File: src/rtl/rst_req_ctrl_if.sv
// rst_req_ctrl_if: request / reset-manager signal bundle for rst_req_ctrl.
// The slave modport is the controller; the master modport is the side that
// raises requests and models the reset manager.
interface rst_req_ctrl_if;
    logic       dbg_req_i;
    logic       sw_req_i;
    logic       wdog_req_i;
    logic       sys_rst_ni_i;
    logic       ndmreset_o;
    logic       busy_o;
    logic       done_o;
    logic       timeout_o;
    logic [2:0] cause_o;

    modport slave (
        input  dbg_req_i, sw_req_i, wdog_req_i, sys_rst_ni_i,
        output ndmreset_o, busy_o, done_o, timeout_o, cause_o
    );

    modport master (
        output dbg_req_i, sw_req_i, wdog_req_i, sys_rst_ni_i,
        input  ndmreset_o, busy_o, done_o, timeout_o, cause_o
    );
endinterface

File: src/rtl/rst_req_ctrl.sv
// rst_req_ctrl: sequences a non-debug-module reset request towards the reset
// manager. A request pulses ndmreset_o for a minimum time, waits for the
// system reset to assert and release, then signals completion. Requests that
// arrive mid-sequence are queued as a single pending re-run.
// Optional feature: define RST_REQ_CAUSE_EN to latch the request cause on
// cause_o ({wdog,dbg,sw}); otherwise cause_o is tied to 3'b000.
module rst_req_ctrl #(
    parameter int unsigned MIN_PULSE = 16,
    parameter int unsigned TIMEOUT   = 1024
) (
    input  logic          clk_i,
    input  logic          rst_i,
    rst_req_ctrl_if.slave bus
);

    typedef enum logic [2:0] {
        IDLE      = 3'd0,
        ASSERT    = 3'd1,
        WAIT_LOW  = 3'd2,
        WAIT_HIGH = 3'd3,
        DONE      = 3'd4
    } state_e;

    // The pulse counter counts ndmreset_o-high cycles including the current
    // one. WAIT_LOW always adds at least one more high cycle, so ASSERT may
    // leave once the count reaches MIN_PULSE-1 and the total high time is
    // still at least MIN_PULSE.
    localparam logic [7:0]  PULSE_LAST = 8'(MIN_PULSE - 1);
    localparam logic [7:0]  PULSE_MAX  = 8'hff;
    localparam logic [15:0] WAIT_LAST  = 16'(TIMEOUT - 1);

    state_e      state_q, state_d;
    logic [7:0]  pulse_cnt_q;
    logic [15:0] wait_cnt_q;
    logic        pend_q;

    logic        ndmreset_q, busy_q, done_q, timeout_q;
    logic        ndmreset_d, busy_d, done_d, timeout_d;

    logic        req_any;
    logic        pend_hit;
    logic        pulse_met;
    logic        wait_exp;
    logic        timeout_set;
    logic        start_idle;
    logic        start_done;

    assign req_any   = bus.wdog_req_i | bus.dbg_req_i | bus.sw_req_i;
    assign pulse_met = (pulse_cnt_q >= PULSE_LAST);
    assign wait_exp  = (wait_cnt_q == WAIT_LAST);

    // Mid-sequence only the pulse requests queue a re-run; in DONE a held
    // debug request also counts, as does any request arriving in DONE itself.
    assign pend_hit = (state_q == DONE) ? req_any :
                      (state_q != IDLE) && (bus.sw_req_i | bus.wdog_req_i);

    // A wait phase expires only if the awaited edge has not been seen.
    assign timeout_set = wait_exp &&
                         (((state_q == WAIT_LOW)  &&  bus.sys_rst_ni_i) ||
                          ((state_q == WAIT_HIGH) && !bus.sys_rst_ni_i));

    assign start_idle = (state_q == IDLE) && (state_d == ASSERT);
    assign start_done = (state_q == DONE) && (state_d == ASSERT);

    // State and registered outputs; rst_i aborts any sequence on the edge.
    always_ff @(posedge clk_i) begin
        if (rst_i) begin
            state_q    <= IDLE;
            ndmreset_q <= 1'b0;
            busy_q     <= 1'b0;
            done_q     <= 1'b0;
            timeout_q  <= 1'b0;
        end else begin
            state_q    <= state_d;
            ndmreset_q <= ndmreset_d;
            busy_q     <= busy_d;
            done_q     <= done_d;
            timeout_q  <= timeout_d;
        end
    end

    // Next-state decode.
    always_comb begin
        state_d = state_q;
        unique case (state_q)
            IDLE: begin
                if (req_any) state_d = ASSERT;
            end
            ASSERT: begin
                if (pulse_met && !bus.dbg_req_i) state_d = WAIT_LOW;
            end
            WAIT_LOW: begin
                if (!bus.sys_rst_ni_i) state_d = WAIT_HIGH;
                else if (wait_exp)     state_d = DONE;
            end
            WAIT_HIGH: begin
                if (bus.sys_rst_ni_i || wait_exp) state_d = DONE;
            end
            DONE: begin
                state_d = (pend_q || pend_hit) ? ASSERT : IDLE;
            end
            default: state_d = IDLE;
        endcase
    end

    // Outputs follow the next state so they change on the same edge as it.
    always_comb begin
        ndmreset_d = (state_d == ASSERT) || (state_d == WAIT_LOW);
        busy_d     = (state_d != IDLE);
        done_d     = (state_d == DONE);
        timeout_d  = timeout_q;
        if (start_idle)       timeout_d = 1'b0;
        else if (timeout_set) timeout_d = 1'b1;
    end

    // Pulse counter saturates; wait counter restarts on each wait phase.
    always_ff @(posedge clk_i) begin
        if (rst_i) begin
            pulse_cnt_q <= '0;
            wait_cnt_q  <= '0;
        end else begin
            if (start_idle || start_done)
                pulse_cnt_q <= 8'd1;
            else if ((state_q == ASSERT) && (pulse_cnt_q != PULSE_MAX))
                pulse_cnt_q <= pulse_cnt_q + 8'd1;

            if ((state_d != state_q) &&
                ((state_d == WAIT_LOW) || (state_d == WAIT_HIGH)))
                wait_cnt_q <= '0;
            else if ((state_q == WAIT_LOW) || (state_q == WAIT_HIGH))
                wait_cnt_q <= wait_cnt_q + 16'd1;
        end
    end

    // Single pending bit; consumed (or dropped) when DONE is left.
    always_ff @(posedge clk_i) begin
        if (rst_i)                pend_q <= 1'b0;
        else if (state_q == DONE) pend_q <= 1'b0;
        else if (pend_hit)        pend_q <= 1'b1;
    end

`ifdef RST_REQ_CAUSE_EN
    logic [2:0] req_vec;
    logic [2:0] cause_q;
    logic [2:0] pend_cause_q;

    assign req_vec = {bus.wdog_req_i, bus.dbg_req_i, bus.sw_req_i};

    // Cause capture on sequence start and accumulation of pending causes.
    always_ff @(posedge clk_i) begin
        if (rst_i) begin
            cause_q      <= '0;
            pend_cause_q <= '0;
        end else begin
            if (start_idle)      cause_q <= req_vec;
            else if (start_done) cause_q <= pend_cause_q | req_vec;

            if (state_q == DONE)
                pend_cause_q <= '0;
            else if (pend_hit)
                pend_cause_q <= pend_cause_q | {bus.wdog_req_i, 1'b0, bus.sw_req_i};
        end
    end

    assign bus.cause_o = cause_q;
`else
    assign bus.cause_o = 3'b000;
`endif

    assign bus.ndmreset_o = ndmreset_q;
    assign bus.busy_o     = busy_q;
    assign bus.done_o     = done_q;
    assign bus.timeout_o  = timeout_q;

endmodule

File: src/flat_wrapper.sv
// flat-port wrapper written by rule: the top's interface ports become plain ports
module rst_req_ctrl_flat 
#(
    parameter int unsigned MIN_PULSE = 16,
    parameter int unsigned TIMEOUT   = 1024
)
  (clk_i, rst_i, bus_dbg_req_i, bus_sw_req_i, bus_wdog_req_i, bus_sys_rst_ni_i, bus_ndmreset_o, bus_busy_o, bus_done_o, bus_timeout_o, bus_cause_o);
  rst_req_ctrl_if bus_i ();
  input  logic clk_i;
  input  logic rst_i;
  input wire logic [$bits(bus_i.dbg_req_i)-1:0] bus_dbg_req_i;
  input wire logic [$bits(bus_i.sw_req_i)-1:0] bus_sw_req_i;
  input wire logic [$bits(bus_i.wdog_req_i)-1:0] bus_wdog_req_i;
  input wire logic [$bits(bus_i.sys_rst_ni_i)-1:0] bus_sys_rst_ni_i;
  output wire logic [$bits(bus_i.ndmreset_o)-1:0] bus_ndmreset_o;
  output wire logic [$bits(bus_i.busy_o)-1:0] bus_busy_o;
  output wire logic [$bits(bus_i.done_o)-1:0] bus_done_o;
  output wire logic [$bits(bus_i.timeout_o)-1:0] bus_timeout_o;
  output wire logic [$bits(bus_i.cause_o)-1:0] bus_cause_o;
  assign bus_i.dbg_req_i = bus_dbg_req_i;
  assign bus_i.sw_req_i = bus_sw_req_i;
  assign bus_i.wdog_req_i = bus_wdog_req_i;
  assign bus_i.sys_rst_ni_i = bus_sys_rst_ni_i;
  assign bus_ndmreset_o = bus_i.ndmreset_o;
  assign bus_busy_o = bus_i.busy_o;
  assign bus_done_o = bus_i.done_o;
  assign bus_timeout_o = bus_i.timeout_o;
  assign bus_cause_o = bus_i.cause_o;
  rst_req_ctrl #(.MIN_PULSE(MIN_PULSE), .TIMEOUT(TIMEOUT)) u_core (.clk_i(clk_i), .rst_i(rst_i), .bus(bus_i));
endmodule
File: config.mk
export PLATFORM = sky130hd
export DESIGN_NAME = rst_req_ctrl_flat
export DESIGN_NICKNAME = d
export VERILOG_FILES = /design/src/rtl/rst_req_ctrl_if.sv /design/src/rtl/rst_req_ctrl.sv /design/src/flat_wrapper.sv
export SDC_FILE = /design/constraint.sdc
export NUM_CORES = 1
export LEC_CHECK = 0
export ABC_AREA = 1
export CORE_MARGIN = 3
export CORE_UTILIZATION = 54
export CTS_BUF_LIST = sky130_fd_sc_hd__clkbuf_8
export CTS_CLUSTER_SIZE = 24
export DETAILED_ROUTE_END_ITERATION = 10
export PLACE_DENSITY = 0.78
export SLEW_MARGIN = 5
export SYNTH_ARGS = -nofsm -noshare
export SYNTH_HDL_FRONTEND = slang
export SYNTH_SLANG_ARGS = --single-unit
export TNS_END_PERCENT = 50
File: constraint.sdc
create_clock -name clk_i -period 1.5 [get_ports clk_i]
set_input_delay 0.45 -clock clk_i [delete_from_list [all_inputs] [get_ports clk_i]]
set_output_delay 0.45 -clock clk_i [all_outputs]
set_load 0.02 [all_outputs]
== After elaboration in Yosys (flattened, before gate mapping) ==
Index checks and enable logic that the tools add are counted.

* Register bits after elaboration: 32
* Word-level logic and storage cells: 62

* Add/sub/neg operators: 2
* $lt $le $gt $ge: 1
* Equality and inequality tests: 11
* Multiplexer cells: 10
* Bitwise logic cells: 3
* Reduce and logical (&&, ||, !) cells: 26

{| class="wikitable"
|+ Operators by type and width
! kind !! count
|-
| adder 16 x 1 -> 16 bit (second input constant) || 1
|-
| == test 16 x 10 -> 1 bit (second input constant) || 1
|-
| two-way mux 3 bit || 5
|-
| case mux 3 bit (5 select lines) || 1
|-
| == test 3 x 2 -> 1 bit (second input constant) || 4
|-
| logical AND 1 bit || 9
|-
| adder 8 x 1 -> 8 bit (second input constant) || 1
|-
| greater-or-equal comparator 8 x 4 -> 1 bit (second input constant) || 1
|-
| != test 8 bit (second input constant) || 1
|-
| OR reduction 2 bit || 4
|-
| logical OR 1 bit || 7
|-
| == test 3 x 1 -> 1 bit (second input constant) || 2
|-
| == test 3 bit (second input constant) || 2
|-
| nonzero test 3 bit || 2
|-
| two-way mux 1 bit || 4
|-
| logical NOT 3 bit || 1
|-
| != test 3 bit || 1
|-
| bitwise OR 1 bit || 3
|-
| logical NOT 1 bit || 2
|-
| nonzero test 2 bit || 1
|}

== Logic depth before layout (Yosys ltp) ==
Gate-level depths: netlist (run 1).

* Depth after elaboration: 10
* Gate-level depth with buffers: 14
* Mapped depth without buffers: 13

== Worst setup path before layout (run 1) ==
Ideal clock, no wire load.

* Path type: register to register
* Start: register u_core.wait_cnt_q[0]
* End: register u_core.wait_cnt_q[7]
* Library setup time: 0.117 ns
* Data arrival time: 1.483 ns
* Data required time: 1.383 ns
* Slack: -0.100 ns
* Cell stages (with the launch flop): 14
* Path buffers: 1
* Cell sequence: dfxtp_1 -> ha_1 -> nand3_1 -> nor2_2 -> nand2_2 -> nand2_2 -> nand2_2 -> nand2_2 -> o21ai_2 -> nand2_1 -> nand2_2 -> nand2_4 -> buf_6 -> nor2_2

* Longest elaborated chain between the ends: 8

{| class="wikitable"
|+ RTL lines
! element !! RTL line !! RTL
|-
| from (decl) || rst_req_ctrl.sv:34 || <nowiki>logic [15:0] wait_cnt_q;</nowiki>
|-
| from (signal assigned) || rst_req_ctrl.sv:131 || <nowiki>wait_cnt_q <= wait_cnt_q + 16'd1;</nowiki>
|-
| == test 16 x 10 -> 1 bit || rst_req_ctrl.sv:50 || <nowiki>assign wait_exp = (wait_cnt_q == WAIT_LAST);</nowiki>
|-
| two-way mux 3 bit / logical OR 1 bit (equally long branches) || rst_req_ctrl.sv:94, rst_req_ctrl.sv:97 ||
|-
| two-way mux 3 bit, on equally long branches || rst_req_ctrl.sv:93, rst_req_ctrl.sv:97 ||
|-
| case mux 3 bit (5 select lines) || rst_req_ctrl.sv:85 || <nowiki>unique case (state_q)</nowiki>
|-
| == test 3 x 2 -> 1 bit || rst_req_ctrl.sv:128 || <nowiki>((state_d == WAIT_LOW) || (state_d == WAIT_HIGH)))</nowiki>
|-
| logical OR 1 bit || rst_req_ctrl.sv:128 ||
|-
| logical AND 1 bit || rst_req_ctrl.sv:127 || <nowiki>if ((state_d != state_q) &&</nowiki>
|-
| OR reduction 2 bit (no source line) || n/a ||
|}

Several ways; a longest one is shown, not always the timed one.
A chain may end at the register's enable or synchronous reset.

== Worst setup path after layout (run 1) ==
* Start: register u_core.wait_cnt_q[1]
* End: register u_core.wait_cnt_q[11]

Same word-level chain as after synthesis.

==> results of run 1 <==
timing repair:
item / CTS / global route
hold buffers: 0 / 0
cloned: 1 / 0
gates resized for setup: 30 / 45
setup endpoints to repair: 33 / 30
pin swaps: 10 / 16
buffers inserted: 5 / 4
flip-flops by register name, summed over array words and instances, names as in the netlist:
signal	flops
u_core.wait_cnt_q	16
u_core.pulse_cnt_q	8
u_core.state_q	3
u_core.bus.busy_o	1
u_core.bus.done_o	1
u_core.bus.ndmreset_o	1
u_core.bus.timeout_o	1
u_core.pend_q	1
metrics by stage:
step | area [um^2] | hold WS [ps] | TNS (ps) | util [%] | total power, W
CTS | 2434 | 508.8 | -877.6 | 83.91 | 0.001730
global placement | 2208 | 472.3 | -10200 | 76.14 | 0.001050
floorplan | 1769 | 458.5 | 0 | - | 0.0009857
finish | 2623 | 516.4 | -4855 | 90.42 | 0.001791
detailed placement | 2208 | 496.1 | -11630 | 76.14 | 0.001056
global route | 2623 | 524.7 | -6967 | 90.42 | 0.001832
synthesized netlist by cell type:
| cell | count | share of area (%) |
|---|---|---|
| nor4_1 | 1 | 0.36 |
| nand2_1 | 45 | 9.8 |
| nand4_1 | 5 | 1.8 |
| nor2_1 | 36 | 7.8 |
| a31oi_1 | 1 | 0.36 |
| nor3_1 | 5 | 1.4 |
| o21ai_2 | 2 | 1.0 |
| nand2_2 | 8 | 2.9 |
| nand3_1 | 10 | 2.9 |
| nand2_4 | 2 | 1.3 |
| buf_6 | 1 | 0.65 |
| o21ai_0 | 4 | 1.2 |
| conb_1 | 1 | 0.22 |
| or2_1 | 1 | 0.36 |
| nand3_2 | 1 | 0.58 |
| nor2_4 | 2 | 1.3 |
| inv_4 | 1 | 0.36 |
| buf_4 | 3 | 1.3 |
| inv_2 | 6 | 1.3 |
| mux2i_1 | 1 | 0.58 |
| a311oi_1 | 1 | 0.51 |
| buf_1 | 1 | 0.22 |
| xor2_1 | 8 | 4.0 |
| a21oi_1 | 12 | 3.5 |
| inv_1 | 23 | 5.0 |
| nor2_2 | 14 | 5.1 |
| dfxtp_1 | 32 | 37 |
| nor3_4 | 1 | 0.94 |
| xnor2_1 | 9 | 4.6 |
| ha_1 | 2 | 1.4 |
| o21ai_1 | 1 | 0.29 |
report_power, final:
group          total [W]  internal, W  switching, W  leakage [nW]
Clock           0.000688     0.000360      0.000328        0.0538
Sequential      0.000876     0.000865     0.0000111         0.264
Combinational   0.000227    0.0000874      0.000140         0.768
Total            0.00179      0.00131      0.000479          1.09
kinds of logic (layout without fill, tap and decap cells):
family / Yosys count / in the layout
adder cells (fa/ha/maj): 2 / 2
buffers and inverters: 35 / 101
AND/OR/NAND/NOR: 131 / 132
XOR/XNOR: 17 / 17
flip-flops: 32 / 32
other: 1 / 3
multiplexers: 1 / 1
AO/OA/AOI/OAI: 21 / 21
placed cells by master (no fill, tap or decap), drive strengths merged:
cell type,instances
or2,1
a311oi,1
nand4,5
a21oi,12
buf,54
xnor2,9
ha,2
clkdlybuf4s50,1
nor3,6
xor2,8
mux2i,1
dfxtp,32
a31oi,1
clkbuf,6
nor4,1
inv,32
nand3,11
nor2,52
dlygate4sd2,8
o21ai,7
nand2,56
conb,3
routing by layer:
metal  GRT usage (%)  part of all wire [%]  routed length, um
met5               0                     0                  0
met4           14.88                   8.5                576
met3           6.835                   8.9                602
met2           43.68                    47               3156
met1           28.13                    36               2431
path summary, 6_finish.rpt:
check                                startpoint  slack, ps                                  to
max           u_core.wait_cnt_q[1]$_SDFFE_PP0P_       -260  u_core.wait_cnt_q[11]$_SDFFE_PP0P_
min          u_core.pulse_cnt_q[7]$_SDFFE_PP0P_        520  u_core.pulse_cnt_q[7]$_SDFFE_PP0P_
max reg2reg   u_core.wait_cnt_q[1]$_SDFFE_PP0P_       -260  u_core.wait_cnt_q[11]$_SDFFE_PP0P_
min reg2reg  u_core.pulse_cnt_q[7]$_SDFFE_PP0P_        520  u_core.pulse_cnt_q[7]$_SDFFE_PP0P_
worst max-delay path: cells and delay by family, from the launching register on:
kind,cells,cell delay (ps)
simple gates,6,900
xor+xnor,1,170
flops,1,370
buf+inv,2,200
cell type report:
| class | count | area, um^2 |
|---|---|---|
| Clock inverter | 2 | 7.507 |
| Inverter | 30 | 115.1 |
| Multi-Input combinational cell | 176 | 1215 |
| Clock buffer | 6 | 82.58 |
| Timing Repair Buffer | 63 | 496.7 |
| Tap cell | 42 | 52.55 |
| Sequential cell | 32 | 653.1 |
| Fill cell | 117 | 277.8 |
==> summary.txt, run 1 <==
Critical Path RT -> 1680 ps
vias in the first global route -> 1831
share of layout cells above drive strength 1 -> 46.93%
clk root buf -> clkbuf_8
post-synth cell types -> 31
leakage -> 1.086 nW
post-synthesis mux area share -> 0.5785%
largest family of logic cells by synthesized area -> simple AND/OR/NAND/NOR gates
flops & latches, synth -> 32
total gr overflow -> 0
yosys warns -> 0
Max Cap Violations -> 0
routed length per instance -> 19.28 um
crit-path cells -> buf_4, nand2_2, nor3_4, nand2_2, nor2_4, inv_2, nor3_1, xnor2_1, nor2_2
drt total wl -> 6.766 mm
post-synthesis adder-cell area fraction -> 1.446%
CTS buffer count -> 5
largest net degree at the start of global routing -> 10
Post-Synth XOR/XNOR Area -> 8.604%
# clock sinks -> 32
drt first pass iters -> 6
die extent in x -> 62.61 um
fin nets -> 316
violated checks -> negative setup slack
# IOs -> 13
Residual DRC -> 0
hold depth -> 2
Detail Placement HPWL -> 2.902 mm
Final setup violation count -> 31
# port buffers -> 9
CP max stage cell -> dfxtp_2
starting density of the core -> 59.66%
slowest stage delay, CP -> 370 ps
Core Area -> 2900 um^2
R2R depth -> 9
pre-CTS setup slack -> -510.5 ps
Die Area -> 3919 um^2
diode count -> 0
largest buffer count on any clock path -> 2
H-tree Lvls -> 2
crit path DAT -> 1940 ps
DR vias -> 2067
Max VDD drop -> 0.7714 mV
GRT Util Overall -> 25.48%
final hold vios -> 0
Synth Area in Compound Gates -> 6.797%
Clk Latency, worst-skew pair -> 300 ps
Synth Cell Area -> 1730 um^2
pwr/cell area -> 683.1 nW/um^2
Post-Synth Simple-Gate Area -> 36.51%
period utilisation layout -> 117.1%
Final Max Tran Viols -> 0
cells after synthesis -> 240
GP Congestion -> 0.8323
initial antenna violation count -> 0
first-pass GRT wire length -> 7.955 mm
skew final -> 14.01 ps
CP Max Fanout -> 2
HP Class -> reg2reg
placed cell count -> 333
Die Ht -> 62.61 um
Layout area overhead -> 51.55%
Cell Rows -> 19
Avg Vias per Cell -> 5.889
status -> complete, but fails checks
critical setup path kind -> reg2reg
Final Critical Period -> 1756 ps
Crit. End Element -> flop
CTS tree -> built
Post-Layout Cell Count -> 351
sequential fraction of the synthesis area -> 37.02%
FMAX -> 569.5 MHz
Startpoint Class -> flop
Clock Pin Slew Worst Setup and Hold Paths -> 70 ps
syn_area_per_cell -> 7.210 um^2
Routed Antenna Nets -> 0
worst setup margin -> -255.9 ps
RSZ-0062 raised after global routing -> true
starting DRC count in detailed routing -> 287
most used cell, CP -> nand2_2
(Power assumes the default switching activity.)
==> run 2: changes to the inputs <==
--- a/config.mk
+++ b/config.mk
@@ -6,12 +6,13 @@
 export NUM_CORES = 1
 export LEC_CHECK = 0
 export ABC_AREA = 1
+export CAP_MARGIN = 30
 export CORE_MARGIN = 3
-export CORE_UTILIZATION = 54
+export CORE_UTILIZATION = 45
 export CTS_BUF_LIST = sky130_fd_sc_hd__clkbuf_8
 export CTS_CLUSTER_SIZE = 24
 export DETAILED_ROUTE_END_ITERATION = 10
-export PLACE_DENSITY = 0.78
+export PLACE_DENSITY = 0.67
 export SLEW_MARGIN = 5
 export SYNTH_ARGS = -nofsm -noshare
 export SYNTH_HDL_FRONTEND = slang
==> run 2 against run 1 <==
  * The run still ends with negative setup slack left
  * Global-route usage is 7.2 points lower
  * Power is 4.7% higher
  * Critical endpoint is now u_core.wait_cnt_q[14]$_SDFFE_PP0P_
  * Largest cell class unchanged
  * Register-to-register slack better by 160 ps
  * Critical path depth stayed put
  * Highest routed layer unchanged
  * Largest power group unchanged
  * Clock skew is 8.6 ps lower
==> summary.txt, run 2 (same netlist as run 1, synthesis figures left out) <==
R2R depth -> 9 (unchanged)
Crit. End Element -> flop (unchanged)
Post-Layout Cell Count -> 356 (was 351)
# port buffers -> 9 (unchanged)
HP Start -> u_core.pend_q$_SDFFE_PP0P_ (was u_core.pulse_cnt_q[7]$_SDFFE_PP0P_)
crit-path cells -> ha_4, nand3_4, nor2_4, nand2_2, nor2_4, nand3_2, nor3_2, xor2_1, nor2_2 (was buf_4, nand2_2, nor3_4, nand2_2, nor2_4, inv_2, nor3_1, xnor2_1, nor2_2)
DP Area -> 2236 um^2 (was 2208 um^2)
Final Power -> 0.001875 W (was 0.001791 W)
top flop regs -> u_core.wait_cnt_q (16), u_core.pulse_cnt_q (8), u_core.state_q (3) (unchanged)
worst reg2reg path startpoint -> u_core.wait_cnt_q[0]$_SDFFE_PP0P_ (was u_core.wait_cnt_q[1]$_SDFFE_PP0P_)
drt first pass iters -> 4 (was 6)
crit path from -> u_core.wait_cnt_q[0]$_SDFFE_PP0P_ (was u_core.wait_cnt_q[1]$_SDFFE_PP0P_)
Reg-to-Reg End -> u_core.wait_cnt_q[14]$_SDFFE_PP0P_ (was u_core.wait_cnt_q[11]$_SDFFE_PP0P_)
most frequent cells in the layout -> buf_4, nand2_1, nor2_1 (unchanged)
Die Ht -> 68.01 um (was 62.61 um)
crit path DAT -> 1790 ps (was 1940 ps)
# IOs -> 13 (unchanged)
share of layout cells above drive strength 1 -> 45.48% (was 46.93%)
routed length per instance -> 12.02 um (was 19.28 um)
largest net degree at the start of global routing -> 11 (was 10)
Cell Rows -> 21 (was 19)
Max Used Layer -> met4 (unchanged)
largest buffer count on any clock path -> 2 (unchanged)
max FFs per register -> 16 (unchanged)
most used cell, CP -> nor2_4 (was nand2_2)
Core Area -> 3521 um^2 (was 2900 um^2)
leakage -> 1.119 nW (was 1.086 nW)
period utilisation layout -> 106.7% (was 117.1%)
clk root buf -> clkbuf_8 (unchanged)
first-pass GRT wire length -> 6.196 mm (was 7.955 mm)
Residual DRC -> 0 (unchanged)
met1 wire length -> 1.976 mm (was 2.431 mm)
diode count -> 0 (unchanged)
commonest non-fill, non-tap cell in the layout -> buf_4 (unchanged)
total gr overflow -> 0 (unchanged)
drt total wl -> 4.279 mm (was 6.766 mm)
slowest stage delay, CP -> 350 ps (was 370 ps)
CP top delay family -> simple AND/OR/NAND/NOR gates (unchanged)
starting DRC count in detailed routing -> 60 (was 287)
Max Cap Violations -> 0 (unchanged)
Max VDD drop -> 0.6617 mV (was 0.7714 mV)
CP Capture Point -> u_core.wait_cnt_q[14]$_SDFFE_PP0P_ (was u_core.wait_cnt_q[11]$_SDFFE_PP0P_)
flop2flop setup slack -> -100 ps (was -260 ps)
DR WL met2 -> 2.088 mm (was 3.156 mm)
Avg Vias per Cell -> 4.739 (was 5.889)
H-tree Lvls -> 2 (unchanged)
vias in the first global route -> 1427 (was 1831)
Clock Pin Slew Worst Setup and Hold Paths -> 70 ps (about the same)
RSZ-0062 raised after global routing -> true (unchanged)
Crit path depth -> 9 (unchanged)
FMAX -> 624.9 MHz (was 569.5 MHz)
GRT Util Overall -> 18.32% (was 25.48%)
CTS buffer count -> 5 (unchanged)
initial antenna violation count -> 0 (unchanged)
Startpoint Class -> flop (unchanged)
status -> complete, but fails checks (unchanged)
Die Area -> 4625 um^2 (was 3919 um^2)
final hold vios -> 0 (unchanged)
hold buffer count at cts -> 0 (unchanged)
Clk Latency, worst-skew pair -> 290 ps (was 300 ps)
CP max stage cell -> dfxtp_2 (unchanged)
WP buf/inv -> 0 (was 2)
CTS tree -> built (unchanged)
pre-CTS setup slack -> -453.2 ps (was -510.5 ps)
Final Max Tran Viols -> 0 (unchanged)
Final setup violation count -> 18 (was 31)
GP Congestion -> 0.7799 (was 0.8323)
metal3 WL -> 131 um (was 602 um)
Reg with most FFs -> u_core.wait_cnt_q (unchanged)
placed cell count -> 340 (was 333)
critical setup path kind -> reg2reg (unchanged)
post-layout util -> 73.77% (was 90.42%)
Layout area overhead -> 50.11% (was 51.55%)
pwr/cell area -> 722.0 nW/um^2 (was 683.1 nW/um^2)
DR vias -> 1687 (was 2067)
die extent in x -> 68.01 um (was 62.61 um)
HP Class -> reg2reg (unchanged)
worst setup margin -> -100.4 ps (was -255.9 ps)
skew final -> 5.376 ps (was 14.01 ps)
Final Critical Period -> 1600 ps (was 1756 ps)
Detail Placement HPWL -> 2.711 mm (was 2.902 mm)
fin nets -> 317 (was 316)
violated checks -> negative setup slack (unchanged)
CP Max Fanout -> 3 (was 2)
Finished Cell Area -> 2597 um^2 (was 2623 um^2)
Critical Path RT -> 1690 ps (was 1680 ps)
Routed Antenna Nets -> 0 (unchanged)
starting density of the core -> 49.15% (was 59.66%)
# clock sinks -> 32 (unchanged)
-- run 2: cell count changes in the layout (fill, tap and decap cells not counted), sizes merged --
| cell | change |
|---|---|
| clkbuf | -1 |
| buf | +1 |
| bufinv | +1 |
| clkinv | +1 |
| inv | -1 |
-- run 2: worst min-delay path by stage --
stage / end / cells past startpoint
floorplan: u_core.pend_q$_SDFFE_PP0P_ / 2
global placement: u_core.pend_q$_SDFFE_PP0P_ / 2
detailed placement: u_core.pend_q$_SDFFE_PP0P_ / 2
CTS: u_core.bus.timeout_o$_SDFFE_PP0P_ / 2
global route: u_core.pend_q$_SDFFE_PP0P_ / 2
finish: u_core.pend_q$_SDFFE_PP0P_ / 2
-- run 2: tightest hold or removal path: stages, from the launching register on --
cell and delay, ps:
dfxtp_1 330, a21oi_1 60, nor2_1 70
-- run 2: stage by stage --
stage,hold WS [ps],setup TNS [ps]
after floorplan,458.5,0
after CTS,504.5,-175.0
after detailed placement,488.8,-10840
after global placement,474.5,-10330
after global routing,519.1,-2969
final,494.9,-1171
-- run 2: cell type report --
| type | count | area, um^2 |
|---|---|---|
| Multi-Input combinational cell | 176 | 1161 |
| Clock buffer | 5 | 68.82 |
| Inverter | 30 | 115.1 |
| Timing Repair Buffer | 64 | 500.5 |
| Fill cell | 266 | 923.4 |
| Tap cell | 46 | 57.56 |
| Clock inverter | 3 | 38.79 |
| Sequential cell | 32 | 655.6 |
-- run 2: where the power goes --
| group | total (W) | internal [W] | switching, W |
|---|---|---|---|
| clock | 0.000805 | 0.000486 | 0.000320 |
| combinational | 0.000197 | 0.0000860 | 0.000111 |
| sequential | 0.000873 | 0.000865 | 0.00000879 |
-- run 2: repair_timing --
action / CTS / global route
pin swaps: 8 / 19
setup endpoints to repair: 29 / 29
gates resized for setup: 26 / 37
gates cloned: 1 / 0
buffers inserted: 2 / 5
-- run 2: per-layer routing --
layer	vias up	global-route usage (%)
li1	884	-
met1	771	23.57
met2	21	28.28
met3	11	6.076
met4	0	6.948
met5	-	0
